==> src/rtl/keypad_pkg.sv <==
// Shared types, sizes and helpers for the 4x4 keypad scan controller.
package keypad_pkg;

  localparam int unsigned KEY_W = 4;
  localparam int unsigned COLS  = 4;
  localparam int unsigned ROWS  = 4;

  typedef enum logic [1:0] {
    StScan,
    StPressDb,
    StPresent,
    StReleaseDb
  } state_e;

  // Lowest set row wins when several rows are active at once.
  function automatic logic [1:0] row_priority_enc(input logic [ROWS-1:0] rows);
    logic [1:0] idx;
    idx = 2'd0;
    for (int i = ROWS - 1; i >= 0; i--) begin
      if (rows[i]) idx = i[1:0];
    end
    return idx;
  endfunction

endpackage

==> src/rtl/keypad_debounce_cnt.sv <==
// Clearable up-counter with a programmable terminal count; shared by the
// column dwell timer and the press/release debounce timer.
module keypad_debounce_cnt #(
  parameter int unsigned Width = 16
) (
  input  logic             clk,
  input  logic             rst,
  input  logic             clr_i,
  input  logic             en_i,
  input  logic [Width-1:0] last_i,
  output logic             tc_o
);

  logic [Width-1:0] cnt_q, cnt_d;

  always_comb begin
    cnt_d = cnt_q;
    if (clr_i) begin
      cnt_d = '0;
    end else if (en_i) begin
      cnt_d = cnt_q + Width'(1);
    end
  end

  always_ff @(posedge clk) begin
    if (rst) begin
      cnt_q <= '0;
    end else begin
      cnt_q <= cnt_d;
    end
  end

  assign tc_o = (cnt_q == last_i);

endmodule

==> src/rtl/keypad_scan_ctrl.sv <==
// Column scan scheduler for a 4x4 keypad: scans, debounces a press, hands one
// code per press over valid/ready, then debounces the release before resuming.
module keypad_scan_ctrl
  import keypad_pkg::*;
#(
  parameter int unsigned SCAN_DIV  = 1000,
  parameter int unsigned DB_CYCLES = 50000
) (
  input  logic             clk,
  input  logic             rst,
  input  logic [ROWS-1:0]  row_i,
  output logic [COLS-1:0]  col_o,
  output logic [1:0]       scan_idx_o,
  output logic [KEY_W-1:0] key_o,
  output logic             key_valid_o,
  input  logic             key_ready_i
);

  localparam int unsigned CntMax = (SCAN_DIV > DB_CYCLES) ? SCAN_DIV : DB_CYCLES;
  localparam int unsigned CntW   = $clog2(CntMax);
  localparam logic [CntW-1:0] ScanLast = CntW'(SCAN_DIV - 1);
  localparam logic [CntW-1:0] DbLast   = CntW'(DB_CYCLES - 1);

  logic [ROWS-1:0]  row_meta_q, rows_s_q;
  state_e           state_q, state_d;
  logic [1:0]       scan_idx_q, scan_idx_d;
  logic [ROWS-1:0]  row_lat_q, row_lat_d;
  logic [KEY_W-1:0] key_q, key_d;
  logic             key_valid_q, key_valid_d;

  logic            cnt_clr, cnt_en, cnt_tc;
  logic [CntW-1:0] cnt_last;

  keypad_debounce_cnt #(
    .Width(CntW)
  ) u_cnt (
    .clk   (clk),
    .rst   (rst),
    .clr_i (cnt_clr),
    .en_i  (cnt_en),
    .last_i(cnt_last),
    .tc_o  (cnt_tc)
  );

  always_comb begin
    state_d     = state_q;
    scan_idx_d  = scan_idx_q;
    row_lat_d   = row_lat_q;
    key_d       = key_q;
    key_valid_d = key_valid_q;
    cnt_clr     = 1'b0;
    cnt_en      = 1'b0;
    cnt_last    = (state_q == StScan) ? ScanLast : DbLast;

    unique case (state_q)
      StScan: begin
        if (cnt_tc) begin
          cnt_clr = 1'b1;
          if (rows_s_q != '0) begin
            row_lat_d = rows_s_q;
            state_d   = StPressDb;
          end else begin
            scan_idx_d = scan_idx_q + 2'd1;
          end
        end else begin
          cnt_en = 1'b1;
        end
      end
      StPressDb: begin
        // Any change from the latched pattern is a bounce: retry this column.
        if (rows_s_q != row_lat_q) begin
          state_d = StScan;
          cnt_clr = 1'b1;
        end else if (cnt_tc) begin
          key_d       = {row_priority_enc(row_lat_q), scan_idx_q};
          key_valid_d = 1'b1;
          state_d     = StPresent;
          cnt_clr     = 1'b1;
        end else begin
          cnt_en = 1'b1;
        end
      end
      StPresent: begin
        if (key_ready_i) begin
          key_valid_d = 1'b0;
          state_d     = StReleaseDb;
          cnt_clr     = 1'b1;
        end
      end
      StReleaseDb: begin
        if (rows_s_q != '0) begin
          cnt_clr = 1'b1;
        end else if (cnt_tc) begin
          scan_idx_d = scan_idx_q + 2'd1;
          state_d    = StScan;
          cnt_clr    = 1'b1;
        end else begin
          cnt_en = 1'b1;
        end
      end
      default: state_d = StScan;
    endcase
  end

  always_ff @(posedge clk) begin
    if (rst) begin
      row_meta_q  <= '0;
      rows_s_q    <= '0;
      state_q     <= StScan;
      scan_idx_q  <= 2'd0;
      row_lat_q   <= '0;
      key_q       <= '0;
      key_valid_q <= 1'b0;
    end else begin
      row_meta_q  <= row_i;
      rows_s_q    <= row_meta_q;
      state_q     <= state_d;
      scan_idx_q  <= scan_idx_d;
      row_lat_q   <= row_lat_d;
      key_q       <= key_d;
      key_valid_q <= key_valid_d;
    end
  end

  assign col_o       = 4'b0001 << scan_idx_q;
  assign scan_idx_o  = scan_idx_q;
  assign key_o       = key_q;
  assign key_valid_o = key_valid_q;

endmodule
==> config.mk <==
export PLATFORM = sky130hd
export DESIGN_NAME = keypad_scan_ctrl
export DESIGN_NICKNAME = d
export VERILOG_FILES = /design/src/rtl/keypad_pkg.sv /design/src/rtl/keypad_debounce_cnt.sv /design/src/rtl/keypad_scan_ctrl.sv
export SDC_FILE = /design/constraint.sdc
export NUM_CORES = 1
export LEC_CHECK = 0
export ABC_AREA = 1
export BUFFER_PORTS_ARGS = -buffer_cell sky130_fd_sc_hd__clkbuf_2
export CAP_MARGIN = 10
export CORE_MARGIN = 2
export CORE_UTILIZATION = 50
export CTS_BUF_LIST = sky130_fd_sc_hd__clkbuf_4 sky130_fd_sc_hd__clkbuf_8
export DETAILED_ROUTE_END_ITERATION = 10
export GPL_TIMING_DRIVEN = 0
export PLACE_DENSITY = 0.72
export REMOVE_ABC_BUFFERS = 1
export SLEW_MARGIN = 20
export SYNTH_ARGS = -nofsm -noshare
export SYNTH_HDL_FRONTEND = slang
export SYNTH_SLANG_ARGS = --single-unit
==> constraint.sdc <==
create_clock -name clk -period 1.64 [get_ports clk]
set_clock_uncertainty 0.15 [all_clocks]
set_input_delay 0.328 -clock clk [delete_from_list [all_inputs] [get_ports clk]]
set_output_delay 0.328 -clock clk [all_outputs]
set_load 0.02 [all_outputs]
==> results.yml, run 1 <==
global_route:
  grt_pass1_vias: 1624
  grt_overflow: 0
  grt.total_usage_pct: 21.6
  grt_max_degree: 14
  antenna_found_initial: 0
  grt_pass1_wl_mm: 7.22
critical_path:
  timing.rr.start: "u_cnt.cnt_q[0]$_SDFFE_PP0P_"
  rr_worst_depth: 10
  cp_max_fo: 4
  critical_path_class: "reg2reg"
  critPathArrivalTime_ps: 1910
  slowest_stage: "dfxtp_2"
  r2r_slack_ps: -230
  crit_chain: "ha_4 -> nand2_2 -> nand3b_1 -> nor2_4 -> buf_4 -> buf_6 -> buf_6 -> nand4_1 -> nor2_1 -> a211oi_2"
  cp-startpoint: "u_cnt.cnt_q[0]$_SDFFE_PP0P_"
  path_buf_inv: 3
  cp.required_ps: 1670
  crit_path_start_kind: "flip-flop"
  crit_path_end: "scan_idx_o[1]$_SDFFE_PP0P_"
  cp-end-kind: "flip-flop"
  crit_family: "simple AND/OR/NAND/NOR gates"
  cp_common_cell: "buf_6"
  cp_num_cells: 10
  r2r_end: "scan_idx_o[1]$_SDFFE_PP0P_"
  max_stage_delay_ps: 360
floorplanning:
  die_y_um: 67.3
  rows: 22
  io-pin-count: 18
  coreArea_sq_um: 3740
  dieArea_sq_um: 4530
  start_util_pct: 53.5
  fp.dieW_um: 67.3
timing:
  worst_slew_pin_slew_ps: 362
  period_needed_ps: 1870
  finalCritPeriodShare_pct: 114
  slew_viol_final: 0
  setup_viol: 29
  rsz0062_at_grt: "yes"
  fin_ws_ps: -232
  fmax_ghz: 0.534
  hold_violations: 0
  max-slew-margin-rel_pct: 75.7
detailed_routing:
  post_drt_wl_per_cell_um: 11.9
  drc_errors: 0
  ant_nets: 0
  viasPerCell: 5.06
  vias: 1861
  drt-total-wl_mm: 4.38
  drt_first_iter_violations: 111
  dr.pass1.iters: 4
yosys:
  async_flop_share_pct: 0
  syn-instance-count: 283
  synth.area.top_cells: "dfxtp_1 37%, nand2_1 10%, inv_1 7.5%"
  synth_edf_count: 0
  yosysTopAreaCellShare_pct: 37.0
  yosysTopAreaCell: "dfxtp_1"
  synthFlopType: "dfxtp_1"
  synth-seq-cells: 37
  synthMostInstantiatedCell: "nand2_1"
  ys_top_cells_by_count: "54 x nand2_1, 40 x inv_1, 37 x dfxtp_1, 36 x nor2_1, 29 x nand3_1"
  synth_area_sq_um: 2000
  synth_seq_area_share_pct: 37.0
  ys.warnings.count: 0
  ys_types: 27
  syn_area_per_cell_sq_um: 7.07
power:
  internal_power_w: 0.00156
  power.share.sequential_pct: 46.4
  swShare_pct: 21.5
  pwr-share-clk_pct: 48.7
  powerDensity_nw_per_um2: 791
  ir_drop_mv: 0.568
  leakage_nw: 1.08
  pwr-share-comb_pct: 4.9
  switchingPower_w: 0.000428
job:
  maxCapViolations: 0
finish:
  stdcell_area_sq_um: 2520
  utilization_pct: 67.2
  syn_to_final_growth_pct: 25.7
  final_layout_size_suffix_gt1_share_pct: 25.0
  final_cells: 368
  nNetsFinal: 331
  n_antenna_cell: 0
place:
  dpl_cell_area_sq_um: 2100
  portBuffers: 17
  dp_hpwl_mm: 2.66
  place.gp.congestion: 0.872
  dp_slack_ps: -467
  place_inst: 342
clocking:
  clk_pin_slew_worst_paths_ps: 80
  ctsHoldBuffers: 0
  clk_latency_ps: 300
  clock-sinks: 37
  root_buffer: "clkbuf_8"
  cts_tree: "yes"
  htreeDepth: 2
  numCtsBuffers: 5
  clock_path_buffers: 2
min_path:
  hp-class: "in2reg"
outcome:
  violations: "setup timing"
  outcome: "finished, violations left"
layer usage:
metal  global-route usage, %  vias to the layer above  part of all wire [%]
met1                    27.5                      826                    48
met4                    10.2                        0                   2.8
met5                       0                        -                     0
met3                    6.00                       12                   5.1
met2                    33.7                       43                    44
li1                        -                      980                     -
worst register-to-register path, delay by kind of cell, from the launching register on:
kind	cells	cell delay (ps)
compound gates	1	50
fa+ha+maj	1	140
buf+inv	3	270
flops	1	360
simple gates	5	780
metrics by stage:
step / hold slack, ps / TNS (ps) / power (W)
2_1_floorplan: 238 / -3280 / 0.000999
3_3_place_gp: 238 / -9460 / 0.00102
3_5_place_dp: 244 / -10010 / 0.00102
4_1_cts: 49.0 / -5540 / 0.00200
5_1_grt: 59.5 / -8710 / 0.00205
6_report: 56.6 / -5220 / 0.00199
registers in the layout, summed over array words and instances, names as in the netlist, named ones only:
name         flops
rows_s_q         4
scan_idx_o       2
key_o            4
row_meta_q       4
state_q          1
key_valid_o      1
u_cnt.cnt_q     16
row_lat_q        4
power groups by stage:
stage	registers, W	logic, W	clock network [W]
final	0.000925	0.0000973	0.000969
after detailed placement	0.000943	0.0000798	0
after global placement	0.000943	0.0000778	0
after global routing	0.000927	0.000111	0.00101
after floorplan	0.000942	0.0000571	0
after CTS	0.000925	0.0000901	0.000984
placed cells by master (no fill, tap or decap), types with 2 or more instances in the layout:
| cell | Yosys | routed |
|---|---|---|
| inv_2 | 1 | 2 |
| nand2_1 | 54 | 52 |
| xor2_1 | 11 | 11 |
| o21ai_1 | 0 | 6 |
| nor3_1 | 6 | 6 |
| nand4_1 | 2 | 2 |
| nor2_1 | 36 | 34 |
| nand3_2 | 1 | 6 |
| clkbuf_2 | 0 | 17 |
| nand2_4 | 1 | 4 |
| dfxtp_1 | 37 | 29 |
| nand3_4 | 2 | 3 |
| xnor2_1 | 3 | 3 |
| nand3_1 | 29 | 23 |
| clkbuf_8 | 0 | 5 |
| bufinv_16 | 0 | 2 |
| o21ai_4 | 1 | 2 |
| ha_1 | 5 | 4 |
| buf_4 | 2 | 10 |
| inv_1 | 40 | 39 |
| a21oi_1 | 28 | 25 |
| nand3b_1 | 2 | 2 |
| o21ai_2 | 1 | 2 |
| nor2_4 | 3 | 4 |
| a21oi_2 | 0 | 3 |
| buf_6 | 1 | 4 |
| dfxtp_2 | 0 | 7 |
| o21ai_0 | 10 | 3 |
| nand2_2 | 2 | 3 |
worst min-delay path by stage:
stage	startpoint	to	slack [ps]	cells after the start
detailed placement	row_meta_q[1]$_SDFF_PP0_	rows_s_q[1]$_SDFF_PP0_	240	2
finish	row_i[0]	row_meta_q[0]$_SDFF_PP0_	60	3
floorplan	row_meta_q[0]$_SDFF_PP0_	rows_s_q[0]$_SDFF_PP0_	240	2
CTS	row_i[0]	row_meta_q[0]$_SDFF_PP0_	50	3
global placement	row_meta_q[3]$_SDFF_PP0_	rows_s_q[3]$_SDFF_PP0_	240	2
global route	row_i[1]	row_meta_q[1]$_SDFF_PP0_	60	3
kinds of logic (layout without fill, tap and decap cells):
logic type	count (synthesis)	count (layout)	share of synthesized area [%]
buffers and inverters	47	81	10.1
and+or+nand+nor	138	140	32.1
adders and majority gates	5	5	3.13
DFF	37	37	37.0
AOI/OAI and AO/OA	42	43	11.5
xor gates and xnor gates	14	14	6.13
what timing repair did:
action | CTS | global route
pin swaps | 22 | 9
resized for setup | 22 | 23
setup buffers | 12 | 4
hold endpoints to repair | 0 | 0
setup endpoints to repair | 28 | 32
gates cloned | 3 | 0
layout make-up:
| class | count | area (sq um) |
|---|---|---|
| well taps | 48 | 60.1 |
| clock buffers | 5 | 68.8 |
| flip-flops and latches | 37 | 753 |
| repair buffers | 32 | 225 |
| fillers | 331 | 1230 |
| multi-input cells | 202 | 1190 |
| inverters | 41 | 154 |
| clock inverters | 3 | 68.8 |
No activity file was read; power rests on OpenSTA's default activity.
==> run 2, diff against run 1 <==
CELL_PAD_IN_SITES_DETAIL_PLACEMENT = 0   (was not set)
CELL_PAD_IN_SITES_GLOBAL_PLACEMENT = 1   (was not set)
CORE_UTILIZATION = 40   (was 50)
PLACE_DENSITY = not set   (was 0.72)
PLACE_DENSITY_LB_ADDON = 0.1   (was not set)
==> results.yml, run 2 (same netlist as run 1, synthesis figures left out) <==
floorplanning:
  start_util_pct: 41.8
  coreArea_sq_um: 4790
  fp.dieW_um: 74.7
  io-pin-count: 18
  die_y_um: 74.7
  rows: 25
  dieArea_sq_um: 5590
detailed_routing:
  vias: 1867
  ant_nets: 0
  drc_errors: 0
  viasPerCell: 4.77
  drt_first_iter_violations: 125
  post_drt_wl_per_cell_um: 11.8
  dr.pass1.iters: 4
  drt-total-wl_mm: 4.62
power:
  leakage_nw: 1.10
  powerDensity_nw_per_um2: 708
  ir_drop_mv: 0.467
finish:
  final_cell_mix: "49 x nand2_1, 38 x inv_1, 35 x nor2_1"
  layout_commonest_cell: "nand2_1"
  max_flop_register: "u_cnt.cnt_q"
  n_antenna_cell: 0
  largest_register_ffs: 16
  syn_to_final_growth_pct: 30.3
  final_layout_size_suffix_gt1_share_pct: 31.2
  utilization_pct: 54.5
  fillers: 492
  nNetsFinal: 335
global_route:
  grt_pass1_vias: 1634
  grt_overflow: 0
  antenna_found_initial: 0
  grt_pass1_wl_mm: 7.69
  grt.total_usage_pct: 18.3
  grt_max_degree: 15
clocking:
  clock_path_buffers: 2
  htreeDepth: 2
  ctsHoldBuffers: 0
  clk_latency_ps: 300
  cts_tree: "yes"
  root_buffer: "clkbuf_8"
  numCtsBuffers: 5
  clock-sinks: 37
  clk_pin_slew_worst_paths_ps: 80
timing:
  rsz0062_at_grt: "yes"
  setup_viol: 29
  period_needed_ps: 1850
  fin_ws_ps: -215
  finalCritPeriodShare_pct: 113
  worst_slew_pin_slew_ps: 374
  fmax_ghz: 0.539
  max-slew-margin-rel_pct: 75.0
  hold_violations: 0
  slew_viol_final: 0
  timing.hold.ws_ps: 59.9
min_path:
  hp-class: "in2reg"
critical_path:
  critPathArrivalTime_ps: 1900
  cp_common_cell: "nor2_4"
  slowest_stage: "dfxtp_2"
  crit_family: "simple AND/OR/NAND/NOR gates"
  cp_max_fo: 8
  path_buf_inv: 2
  critical_path_class: "reg2reg"
  crit_path_start_kind: "flip-flop"
  max_stage_delay_ps: 360
  cp.required_ps: 1680
  cp-end-kind: "flip-flop"
  crit_chain: "ha_4 -> nand2_4 -> nand3b_1 -> nor2_4 -> nand3_4 -> buf_6 -> nor2_4 -> buf_4 -> a21oi_2"
place:
  place.gp.congestion: 0.795
  dp_hpwl_mm: 2.97
  portBuffers: 17
outcome:
  outcome: "finished, violations left"
  violations: "setup timing"
job:
  maxCapViolations: 0
[run 2: stage by stage]
step	instances	TNS (ps)	total power [W]	setup slack, ps	instance area [sq um]
2_1_floorplan	277	-3280	0.000999	-175	1950
3_3_place_gp	361	-10690	0.00102	-506	2120
3_5_place_dp	361	-10800	0.00103	-509	2120
4_1_cts	385	-5300	0.00186	-217	2510
5_1_grt	391	-8280	0.00193	-329	2610
6_report	391	-4520	0.00185	-215	2610
[run 2: area by class of cell]
| class | instances | area [sq um] | area share (%) |
|---|---|---|---|
| multi-input cells | 201 | 1220 | 46.9 |
| flip-flops and latches | 37 | 752 | 28.8 |
| repair buffers | 37 | 282 | 10.8 |
| inverters | 41 | 154 | 5.90 |
| well taps | 67 | 83.8 | 3.21 |
| clock buffers | 5 | 68.8 | 2.64 |
| clock inverters | 3 | 46.3 | 1.77 |
[run 2: worst register-to-register path: cells and delay by family, from the launching register on]
family                     cells  cell delay, ps
and+or+nand+nor                5             750
AOI/OAI and AO/OA              1              40
DFF                            1             360
adders and majority gates      1             150
buffers and inverters          2             330
[run 2: final timing paths]
kind / start / end / slack, ps / depth (start not counted)
max: u_cnt.cnt_q[0]$_SDFFE_PP0P_ / key_o[3]$_SDFFE_PP0P_ / -210 / 9
min: row_i[0] / row_meta_q[0]$_SDFF_PP0_ / 60 / 3
max reg2reg: u_cnt.cnt_q[0]$_SDFFE_PP0P_ / key_o[3]$_SDFFE_PP0P_ / -210 / 9
min reg2reg: row_meta_q[0]$_SDFF_PP0_ / rows_s_q[0]$_SDFF_PP0_ / 250 / 2
[run 2: routing by layer]
layer  up-vias  routed length [um]  share of wire (%)  track usage, %
met5         -                   0                  0               0
met4         0                  36               0.78            5.36
met3         4                 112                2.4            4.42
met2        23                2080                 45            27.2
met1       850                2390                 52            26.4
li1        990                   -                  -               -
[run 2: report_power, final]
part / total [W] / switching, W / internal [W]
registers: 0.000925 / 0.0000113 / 0.000914
clock network: 0.000819 / 0.000363 / 0.000455
logic: 0.000104 / 0.0000627 / 0.0000411
[run 2: timing repair]
| action | 4_1_cts | 5_1_grt |
|---|---|---|
| resized for setup | 43 | 19 |
| cloned | 1 | 1 |
| endpoints found under the setup margin | 31 | 31 |
| setup buffers | 15 | 5 |
| pin swaps | 24 | 9 |
==> run 3, diff against run 2 <==
--- a/config.mk
+++ b/config.mk
@@ -9,12 +9,12 @@
 export BUFFER_PORTS_ARGS = -buffer_cell sky130_fd_sc_hd__clkbuf_2
 export CAP_MARGIN = 10
-export CELL_PAD_IN_SITES_DETAIL_PLACEMENT = 0
-export CELL_PAD_IN_SITES_GLOBAL_PLACEMENT = 1
+export CELL_PAD_IN_SITES_DETAIL_PLACEMENT = 2
+export CELL_PAD_IN_SITES_GLOBAL_PLACEMENT = 2
 export CORE_MARGIN = 2
-export CORE_UTILIZATION = 40
+export CORE_UTILIZATION = 31
 export CTS_BUF_LIST = sky130_fd_sc_hd__clkbuf_4 sky130_fd_sc_hd__clkbuf_8
 export DETAILED_ROUTE_END_ITERATION = 10
 export GPL_TIMING_DRIVEN = 0
-export PLACE_DENSITY_LB_ADDON = 0.1
+export PLACE_DENSITY = 0.87
 export REMOVE_ABC_BUFFERS = 1
 export SLEW_MARGIN = 20
--- a/constraint.sdc
+++ b/constraint.sdc
@@ -3,3 +3,3 @@
 set_input_delay 0.328 -clock clk [delete_from_list [all_inputs] [get_ports clk]]
 set_output_delay 0.328 -clock clk [all_outputs]
-set_load 0.02 [all_outputs]
+set_load 0.05 [all_outputs]
==> results.yml, run 3 (same netlist as run 1, synthesis figures left out) <==
outcome:
  outcome: "finished, violations left"
  violations: "setup timing"
power:
  ir_drop_mv: 0.944
  finalPower_w: 0.00189
  powerDensity_nw_per_um2: 709
  leakage_nw: 1.09
detailed_routing:
  ant_nets: 0
  dr.pass1.iters: 4
  drt_first_iter_violations: 133
  post_drt_wl_per_cell_um: 19.7
  viasPerCell: 5.17
  vias: 2068
  drc_errors: 0
  drt-total-wl_mm: 7.87
critical_path:
  cp-end-kind: "flip-flop"
  critical_path_class: "reg2reg"
  r2r_slack_ps: -330
  cp.required_ps: 1740
  max_stage_delay_ps: 360
  crit_chain: "ha_4 -> nand2_2 -> nand3b_1 -> nor2_4 -> buf_4 -> nand3_4 -> nor2_4 -> buf_4 -> nand2_1 -> nand2_2"
  cp_max_fo: 8
  crit_family: "simple AND/OR/NAND/NOR gates"
  crit_path_start_kind: "flip-flop"
  rr_worst_depth: 10
  path_buf_inv: 2
  slowest_stage: "dfxtp_2"
  cp_num_cells: 10
  critPathArrivalTime_ps: 2060
  cp-startpoint: "u_cnt.cnt_q[1]$_SDFFE_PP0P_"
  timing.rr.start: "u_cnt.cnt_q[1]$_SDFFE_PP0P_"
global_route:
  grt_max_degree: 15
  antenna_found_initial: 0
  grt_pass1_wl_mm: 12.9
  grt.total_usage_pct: 23.1
  grt_pass1_vias: 2351
  grt_overflow: 0
finish:
  final_cell_mix: "43 x nand2_1, 36 x inv_1, 33 x nor2_1"
  fillers: 755
  layout_commonest_cell: "nand2_1"
  max_flop_register: "u_cnt.cnt_q"
  register_area_sq_um: 759
  multi_input_area_sq_um: 1240
  n_antenna_cell: 0
  largest_register_ffs: 16
  syn_to_final_growth_pct: 32.8
  final_layout_size_suffix_gt1_share_pct: 33.1
  nNetsFinal: 334
clocking:
  clk_latency_ps: 300
  numCtsBuffers: 5
  root_buffer: "clkbuf_8"
  clock_path_buffers: 2
  htreeDepth: 2
  cts_tree: "yes"
  clk_pin_slew_worst_paths_ps: 80
  clock-sinks: 37
floorplanning:
  rows: 29
  fp.dieW_um: 84.4
  die_y_um: 84.4
  coreArea_sq_um: 6310
  io-pin-count: 18
  dieArea_sq_um: 7120
  start_util_pct: 31.7
timing:
  finalCritPeriodShare_pct: 120
  hold_violations: 0
  fin_ws_ps: -328
  period_needed_ps: 1970
  rsz0062_at_grt: "yes"
  setup_tns_ps: -7000
  fmax_ghz: 0.508
  setup_viol: 29
  max-slew-margin-rel_pct: 72.3
  worst_slew_pin_slew_ps: 412
  slew_viol_final: 0
place:
  dp_slack_ps: -547
  portBuffers: 17
  place.gp.congestion: 0.764
  dp_hpwl_mm: 4.20
job:
  maxCapViolations: 0
min_path:
  hp-class: "in2reg"
run 3: cell types whose count changed in the layout (fill, tap and decap cells not counted), moves of 3 or more:
cell | before | now
nand2_1 | 49 | 43
nand2_2 | 5 | 11
a21oi_1 | 17 | 21
a21oi_2 | 11 | 7
buf_6 | 9 | 5
dfxtp_1 | 28 | 24
o21ai_1 | 3 | 7
buf_8 | 0 | 3
clkbuf_2 | 17 | 14
dfxtp_2 | 9 | 12
nand3_2 | 11 | 8
nand3_4 | 2 | 5
run 3: repair_timing:
item / 4_1_cts / 5_1_grt
pin swaps: 10 / 8
hold buffers: 0 / 0
setup endpoints to repair: 32 / 32
gates cloned: 2 / 0
resized for setup: 43 / 38
buffers inserted: 17 / 2
run 3: how the worst min path moves through the flow:
stage / from / endpoint / depth (start not counted)
global placement: row_meta_q[1]$_SDFF_PP0_ / rows_s_q[1]$_SDFF_PP0_ / 2
finish: row_i[1] / row_meta_q[1]$_SDFF_PP0_ / 3
floorplan: row_meta_q[0]$_SDFF_PP0_ / rows_s_q[0]$_SDFF_PP0_ / 2
global route: row_i[1] / row_meta_q[1]$_SDFF_PP0_ / 3
detailed placement: row_meta_q[1]$_SDFF_PP0_ / rows_s_q[1]$_SDFF_PP0_ / 2
CTS: row_i[1] / row_meta_q[1]$_SDFF_PP0_ / 3
run 3: where the power goes:
part           switching [W]  total, W  internal, W  leakage (nW)
Combinational      0.0000793  0.000121    0.0000416         0.727
Clock               0.000364  0.000837     0.000474        0.0588
Sequential         0.0000151  0.000928     0.000913         0.307
run 3: cell type report:
type	count	area share (%)
clock buffer	6	2.87
clock inverter	2	1.46
inverter	41	5.79
multi-input combinational	201	46.6
sequential	37	28.6
tap	77	3.62
timing repair buffer	36	11.1
run 3: through the flow:
step	area, sq um	hold slack [ps]	util, %	instances
floorplan	1950	238	-	277
global placement	2130	242	33.8	371
detailed placement	2130	248	33.8	371
CTS	2520	54.6	40.0	398
global route	2660	60.3	42.1	400
finish	2660	55.4	42.1	400
run 3: per-layer routing:
metal | vias to the layer above | track usage, % | share of wire, %
li1 | 979 | - | -
met1 | 1046 | 28.6 | 44
met2 | 34 | 41.1 | 52
met3 | 9 | 3.64 | 2.3
met4 | 0 | 6.93 | 1.4
met5 | - | 0 | 0
run 3: tightest hold or removal path: cells and delay by family:
family                 cells  cell delay, ps
buffers and inverters      2             120
AND/OR/NAND/NOR            1              30
